## config.mk

```make
export PLATFORM = sky130hd
export DESIGN_NAME = ram_req_ctrl
export DESIGN_NICKNAME = d
export VERILOG_FILES = /design/src/rtl/ram_req_ctrl_pkg.sv /design/src/rtl/ram_req_ctrl.sv
export SDC_FILE = /design/constraint.sdc
export NUM_CORES = 1
export LEC_CHECK = 0
export CORE_AREA = 2 2 208 210
export CTS_CLUSTER_DIAMETER = 50
export DETAILED_ROUTE_END_ITERATION = 8
export DIE_AREA = 0 0 210 212
export PLACE_DENSITY_LB_ADDON = 0.2
export SYNTH_ARGS = -nofsm -noshare
export SYNTH_HDL_FRONTEND = slang
export SYNTH_SLANG_ARGS = --single-unit
```

## constraint.sdc

```tcl
create_clock -name clk -period 1.7 [get_ports clk]
set_input_delay 0.17 -clock clk [delete_from_list [all_inputs] [get_ports clk]]
set_output_delay 0.17 -clock clk [all_outputs]
set_load 0.005 [all_outputs]
```

## src/rtl/ram_req_ctrl_pkg.sv

```systemverilog
// Shared constants and state encoding for the RAM request controller.
// Optional power-on zero fill is enabled with RAM_REQ_CTRL_INIT_EN.
package ram_ctrl_pkg;

    localparam int unsigned DEF_DATA_W     = 128;
    localparam int unsigned DEF_ADDR_W     = 3;
    localparam int unsigned DEF_RD_LATENCY = 1;

    typedef enum logic [1:0] {
        ST_IDLE    = 2'd0,
        ST_RD_WAIT = 2'd1,
        ST_RESP    = 2'd2,
        ST_INIT    = 2'd3
    } state_t;

    // Latency counter must hold RD_LATENCY; never narrower than one bit.
    function automatic int unsigned cnt_width(input int unsigned lat);
        return (lat < 2) ? 1 : $clog2(lat + 1);
    endfunction

endpackage

```

## src/rtl/ram_req_ctrl.sv

```systemverilog
// Valid/ready command front end for the single-port RAM, one read outstanding.
// Define RAM_REQ_CTRL_INIT_EN to zero-fill the RAM after reset before accepting commands.
module ram_req_ctrl
    import ram_ctrl_pkg::*;
#(
    parameter int unsigned DATA_W     = DEF_DATA_W,
    parameter int unsigned ADDR_W     = DEF_ADDR_W,
    parameter int unsigned RD_LATENCY = DEF_RD_LATENCY
) (
    input  logic              clk,
    input  logic              rst_n,
    input  logic              req_valid,
    output logic              req_ready,
    input  logic              req_we,
    input  logic [ADDR_W-1:0] req_addr,
    input  logic [DATA_W-1:0] req_wdata,
    output logic              rsp_valid,
    input  logic              rsp_ready,
    output logic [DATA_W-1:0] rsp_rdata,
    output logic              mem_wr_en,
    output logic [ADDR_W-1:0] mem_addr,
    output logic [DATA_W-1:0] mem_data_in,
    input  logic [DATA_W-1:0] mem_data_out,
    output logic              busy
);

    localparam int unsigned CNT_W = cnt_width(RD_LATENCY);
    localparam int unsigned DEPTH = 1 << ADDR_W;

`ifdef RAM_REQ_CTRL_INIT_EN
    localparam state_t RST_STATE = ST_INIT;
    logic [ADDR_W-1:0] r_init_addr;
`else
    localparam state_t RST_STATE = ST_IDLE;
`endif

    state_t            r_state;
    logic              r_live;
    logic [CNT_W-1:0]  r_cnt;
    logic              r_rsp_valid;
    logic [DATA_W-1:0] r_rsp_rdata;
    logic              r_mem_wr_en;
    logic [ADDR_W-1:0] r_mem_addr;
    logic [DATA_W-1:0] r_mem_data_in;
    logic              w_req_ready;

    // r_live keeps req_ready/busy low while reset is held and until the first edge.
    assign w_req_ready = r_live && (r_state == ST_IDLE);
    assign req_ready   = w_req_ready;
    assign busy        = r_live && (r_state != ST_IDLE);
    assign rsp_valid   = r_rsp_valid;
    assign rsp_rdata   = r_rsp_rdata;
    assign mem_wr_en   = r_mem_wr_en;
    assign mem_addr    = r_mem_addr;
    assign mem_data_in = r_mem_data_in;

    always_ff @(posedge clk or negedge rst_n) begin
        if (!rst_n) begin
            r_state       <= RST_STATE;
            r_live        <= 1'b0;
            r_cnt         <= '0;
            r_rsp_valid   <= 1'b0;
            r_rsp_rdata   <= '0;
            r_mem_wr_en   <= 1'b0;
            r_mem_addr    <= '0;
            r_mem_data_in <= '0;
`ifdef RAM_REQ_CTRL_INIT_EN
            r_init_addr   <= '0;
`endif
        end else begin
            r_live      <= 1'b1;
            r_mem_wr_en <= 1'b0;
            case (r_state)
                ST_IDLE: begin
                    if (req_valid && w_req_ready) begin
                        r_mem_addr <= req_addr;
                        if (req_we) begin
                            r_mem_wr_en   <= 1'b1;
                            r_mem_data_in <= req_wdata;
                        end else begin
                            r_cnt   <= CNT_W'(RD_LATENCY);
                            r_state <= ST_RD_WAIT;
                        end
                    end
                end
                ST_RD_WAIT: begin
                    if (r_cnt == '0) begin
                        r_rsp_rdata <= mem_data_out;
                        r_rsp_valid <= 1'b1;
                        r_state     <= ST_RESP;
                    end else begin
                        r_cnt <= r_cnt - CNT_W'(1);
                    end
                end
                ST_RESP: begin
                    if (rsp_ready) begin
                        r_rsp_valid <= 1'b0;
                        r_state     <= ST_IDLE;
                    end
                end
`ifdef RAM_REQ_CTRL_INIT_EN
                ST_INIT: begin
                    r_mem_wr_en   <= 1'b1;
                    r_mem_addr    <= r_init_addr;
                    r_mem_data_in <= '0;
                    r_init_addr   <= r_init_addr + ADDR_W'(1);
                    if (r_init_addr == ADDR_W'(DEPTH - 1)) r_state <= ST_IDLE;
                end
`endif
                default: r_state <= ST_IDLE;
            endcase
        end
    end

endmodule
```

Word-level counts from Yosys, hierarchy flattened. Index checks and enable logic that the tools add are counted.

Bits in registers: 265. Latch bits: 0. Memories kept: 0. Logic and storage cells: 44. Output and inout port bits: 263. ROM bits: 0. RAM bits: 0.

$mul: 0. Bitwise logic cells: 1. Divide/modulo/power cells: 0. Add/sub/neg operators: 1. Shift-type cells: 0. Equality and inequality tests: 6. Reduce and logical (&&, ||, !) cells: 13. Magnitude comparators: 0. Muxes and demuxes: 15.

Operator list (number): $reduce_and 3->1 (3); $mux 1 (8); $mux 2 (4); $ne 2x2->1 const B (3); $pmux 2 s3 (1); $reduce_bool 2->1 (3); $pmux 1 s2 (2); $reduce_and 2->1 (2); $reduce_and 4->1 (1); $logic_and 1x1->1 (3); $eq 2x1->1 const B (1); $eq 2x2->1 const B (1); $logic_not 2->1 (1); $ne 2x1->1 const B (1); $not 1->1 (1); $sub 1x1->1 const B (1).

Longest topological paths before layout.
Word-level depth: 5. Depth in mapped cells: 6. Depth with buffers taken out: 3.

Least setup slack after synthesis. OpenSTA, ideal clock, no wires.

Path kind: flip-flop to flip-flop. Start: register r_state[0]. End: register r_mem_data_in[100] (netlist: mem_data_in[100]). Setup time: 0.127 ns. Path buffers: 3. Path slack: -0.029 ns. Required time: 1.573 ns. Cell stages (with the launch flop): 7. Data arrival time: 1.601 ns. Cell sequence: dfrtp_1 -> buf_4 -> and4bb_4 -> and2_4 -> buf_12 -> buf_8 -> mux2_1.

Longest elaborated chain between the ends: 4.

RTL lines: start: declaration (line ram_req_ctrl.sv:37) `state_t r_state;`; start signal: assignment (line ram_req_ctrl.sv:59) `r_state <= RST_STATE;`; start signal: assignment (line ram_req_ctrl.sv:82) `r_state <= ST_RD_WAIT;`; start signal: assignment (line ram_req_ctrl.sv:90) `r_state <= ST_RESP;`; $logic_not 2->1 (*) (line ram_req_ctrl.sv:48, ram_req_ctrl.sv:73); $logic_and 1x1->1 (line ram_req_ctrl.sv:48) `assign w_req_ready = r_live && (r_state == ST_IDLE);`; $logic_and 1x1->1 (line ram_req_ctrl.sv:75) `if (req_valid && w_req_ready) begin`; $reduce_and 3->1 (no source line) (*); end signal: assignment (line ram_req_ctrl.sv:79) `r_mem_data_in <= req_wdata;`; end: declaration (line ram_req_ctrl.sv:44) `logic [DATA_W-1:0] r_mem_data_in;`.

Mark *: on every way between the ends. The rest lies on a longest branch, timed or not. A chain may end at the register's enable or synchronous reset.

Final worst setup path.
Start: register r_state[1]. End: register r_mem_data_in[78] (netlist: mem_data_in[78]).

Same word-level chain as after synthesis.

==> impl_results.md <==
* Synth Area in Compound Gates at 0.516%
* TritonCTS clock tree: yes
* Aggregate global-route resource usage at 13.8%
* Clock Sinks at 265
* Crit path launch type: register
* Pin count of the biggest net entering global routing at 60
* Ys Warns at 0
* Site Rows at 76
* Most used DFF post-synth: dfrtp_1
* Simple-gate portion of the synthesized area at 0.466%
* Global-route wire length before repair at 46900 um
* Clk_skew at 10.6 ps
* Setup-failing EPs final at 0
* Crit path top cell by count: buf_12
* Comb pwr share at 40.4%
* DPL Wire Length at 24100 um
* Die Ht at 212 um
* Final Cycle Share at 99.6%
* 1st-pass router iterations at 4
* Post-synthesis adder-cell area fraction at 0%
* Number of global-route vias before repair at 7884
* DR vias at 7106
* Power, Total at 32.1 mW
* Synth area leaders: dfrtp_1, mux2_2, mux2_1, buf_8, buf_2
* Crit Path Category: register to register
* Total placed cells including tap cells at 1659
* Pins Over Slew Limit at 0
* Root buffer cell: clkbuf_16
* Area delta synth->final at 79.5%
* Synthesized netlist cell count at 572
* Reg2reg end: mem_data_in[78]$_DFFE_PN0P_
* EDFF count, synth at 0
* Number of diodes at 0
* Status: complete, no violations
* Post-synthesis async set-or-reset flop share at 100%
* Worst path max stage delay at 370 ps
* ANT nets after route at 0
* Cell taking the most area after synthesis: dfrtp_1
* Crit path DAT at 2090 ps
* Postcts setup bufs at 0
* CP required at 2100 ps
* Xor-xnor portion of the synthesized cell area at 0%
* Clock Latency Late Sink at 520 ps
* Final Instance Count excl. Fillers at 1735
* Clock tree buffer depth at 3
* Synthesized area per cell at 17.4 um2
* Slowest CP cell: dfrtp_1
* Share of layout cells above drive strength 1 at 24.6%
* Final hold viol count at 0
* Post-synthesis sequential area ratio at 66.7%
* Seq cells post-synth at 265
* Initial Utilization at 23.4%
* Max FO, Critical Path at 14
* Wirelength, routed at 32400 um
* Leakage at 7.44 nW
* Clock Power Share at 25.0%
* Initial antenna violation count at 0
* Buffer and inverter count on the worst path at 2
* Nets at 1426
* Maxcap violations at 0
* Net Sw Power at 8.42 mW
* Max H-tree Level at 2
* PD cells at 1800 mW/mm2
* IO Pins at 527
* Via/cell ratio at 4.10
* Synth cell types at 22
* Worst path depth at 5
* Pint at 23.7 mW
* Worst r2r path cells at 5
* WL/cell at 18.7 um
* Port Buffers at 526
* Synthesized area at 0.00994 mm2
* RSZ-0062 raised after global routing: true
* Sw frac at 26.2%
* Gpl congestion at 0.743
* Global route overflow at 0
* CP top delay family: simple AND/OR/NAND/NOR gates
* Worst hold path class: input port to asynchronous set/reset pin
* Post-route DRC at 0
* R2r startpoint: r_state[1]$_DFFE_PN0P_
* 1st-iter DRT viols at 173
* Crit path cell chain: and4bb_4 > and2_4 > buf_12 > buf_12 > mux2_1
* Endpoint type of the worst setup path: register
* VDD IR max at 1170 uV
* Peak Freq at 591 MHz
* Top-area cell type share of the netlist area at 66.7%
* Mux share of post-synthesis cell area at 29.3%
* Clock buffers created by TritonCTS at 38
* Clk slew on worst S/H paths at 60 ps
* Reg power frac at 34.7%
* Die ar. at 0.0445 mm2
* Final min period at 1690 ps
* Crit path capture: mem_data_in[78]$_DFFE_PN0P_
* Critical Path Start: r_state[1]$_DFFE_PN0P_
* Syn nets at 836
* Die width at 210 um
* Largest family of logic cells by synthesized area: multiplexers
* Core Box Area at 0.0425 mm2
* Worst R2R Setup Slack at 7 ps
## layer usage
metal | vias up | global-route usage [%] | share of wire [%]
li1 | 3206 | - | -
met2 | 334 | 22.7 | 47
met1 | 3514 | 15.9 | 40
met5 | - | 0 | 0
met4 | 0 | 5.48 | 2.5
met3 | 52 | 5.86 | 10
## worst reg2reg max path: stages, from the launching register on
cell	delay [ps]
dfrtp_1	370
and4bb_4	330
and2_4	180
buf_12	160
buf_12	180
mux2_1	340
## layout make-up
class / count / area [um2]
clock buffers: 52 / 1140
clock inverters: 15 / 166
fillers: 3928 / 24700
inverters: 4 / 15.0
multi-input cells: 274 / 3130
flip-flops and latches: 265 / 6630
well taps: 546 / 683
repair buffers: 579 / 6080
## cells in the mapped netlist (2+ instances only)
cell type	instances
a21oi_1	2
buf_2	13
buf_4	2
buf_6	2
buf_8	10
dfrtp_1	265
inv_1	4
mux2_1	118
mux2_2	141
nor2_1	2
o21ai_0	2
## how the worst min path moves through the flow
stage | from | endpoint | slack [ps] | cells past startpoint
floorplan | rst_n | mem_addr[0]$_DFFE_PN0P_ | -130 | 0
CTS | rst_n | rsp_rdata[100]$_DFFE_PN0P_ | 40 | 2
global route | rst_n | rsp_rdata[102]$_DFFE_PN0P_ | 70 | 2
detailed placement | rst_n | rsp_rdata[100]$_DFFE_PN0P_ | 30 | 1
global placement | rst_n | rsp_rdata[102]$_DFFE_PN0P_ | 30 | 1
finish | rst_n | rsp_rdata[100]$_DFFE_PN0P_ | 70 | 2
## power by group through the flow
stage	combinational, mW	sequential, mW	clock, mW
2_1_floorplan	3.53	11.3	0
3_3_place_gp	12.4	11.1	0
3_5_place_dp	12.5	11.2	0
4_1_cts	12.6	11.1	8.30
5_1_grt	13.8	11.6	8.58
6_report	12.9	11.1	8.01
## what timing repair did
action | CTS | global route
endpoints found under the setup margin | 6 | 201
endpoints found under the hold margin | 256 | 0
pin swaps | 0 | 1
hold buffers | 1 | 0
gates cloned | 0 | 8
gates resized for setup | 11 | 41
## placed cells by master (no fill, tap or decap), types with 2 or more instances in the layout
cell type	netlist	layout
inv_6	0	2
a21oi_1	2	2
dlymetal6s2s_1	0	2
nor2_1	2	2
clkbuf_8	0	7
clkinvlp_4	0	2
mux2_1	118	89
dlygate4sd2_1	0	2
buf_16	0	3
buf_4	2	19
buf_12	1	16
clkbuf_1	1	4
inv_1	4	3
dfrtp_1	265	265
buf_6	2	6
clkinv_2	0	7
o21ai_0	2	2
clkdlybuf4s50_1	0	519
bufinv_16	0	3
clkbuf_16	0	48
mux2_2	141	141
mux2_4	0	29
buf_8	10	2
## kinds of logic (layout without fill, tap and decap cells)
family,after synthesis,after routing
buf+inv,33,650
mux,259,259
other cells,1,1
compound gates,8,8
flops,265,265
simple gates,6,6
## per-stage QoR
| stage | setup TNS, ps | setup WS (ps) | cell area [um2] | utilization, % | hold WS (ps) |
|---|---|---|---|---|---|
| 2_1_floorplan | 0 | 1.78 | 9940 | - | -126 |
| 3_5_place_dp | -21140 | -210 | 16200 | 38.1 | 33.2 |
| 5_1_grt | -5820 | -56.0 | 17800 | 42.0 | 66.9 |
| 4_1_cts | -1.06 | -1.06 | 17500 | 41.2 | 37.1 |
| 6_report | 0 | 7.34 | 17800 | 42.0 | 73.2 |
| 3_3_place_gp | -18940 | -174 | 16200 | 38.1 | 33.6 |
## sequential cells by signal, indices dropped and copies added (netlist names)
signal	cells
mem_data_in	128
rsp_rdata	128
mem_addr	3
r_state	2
mem_wr_en	1
r_cnt	1
r_live	1
rsp_valid	1
(Power assumes the default switching activity.)
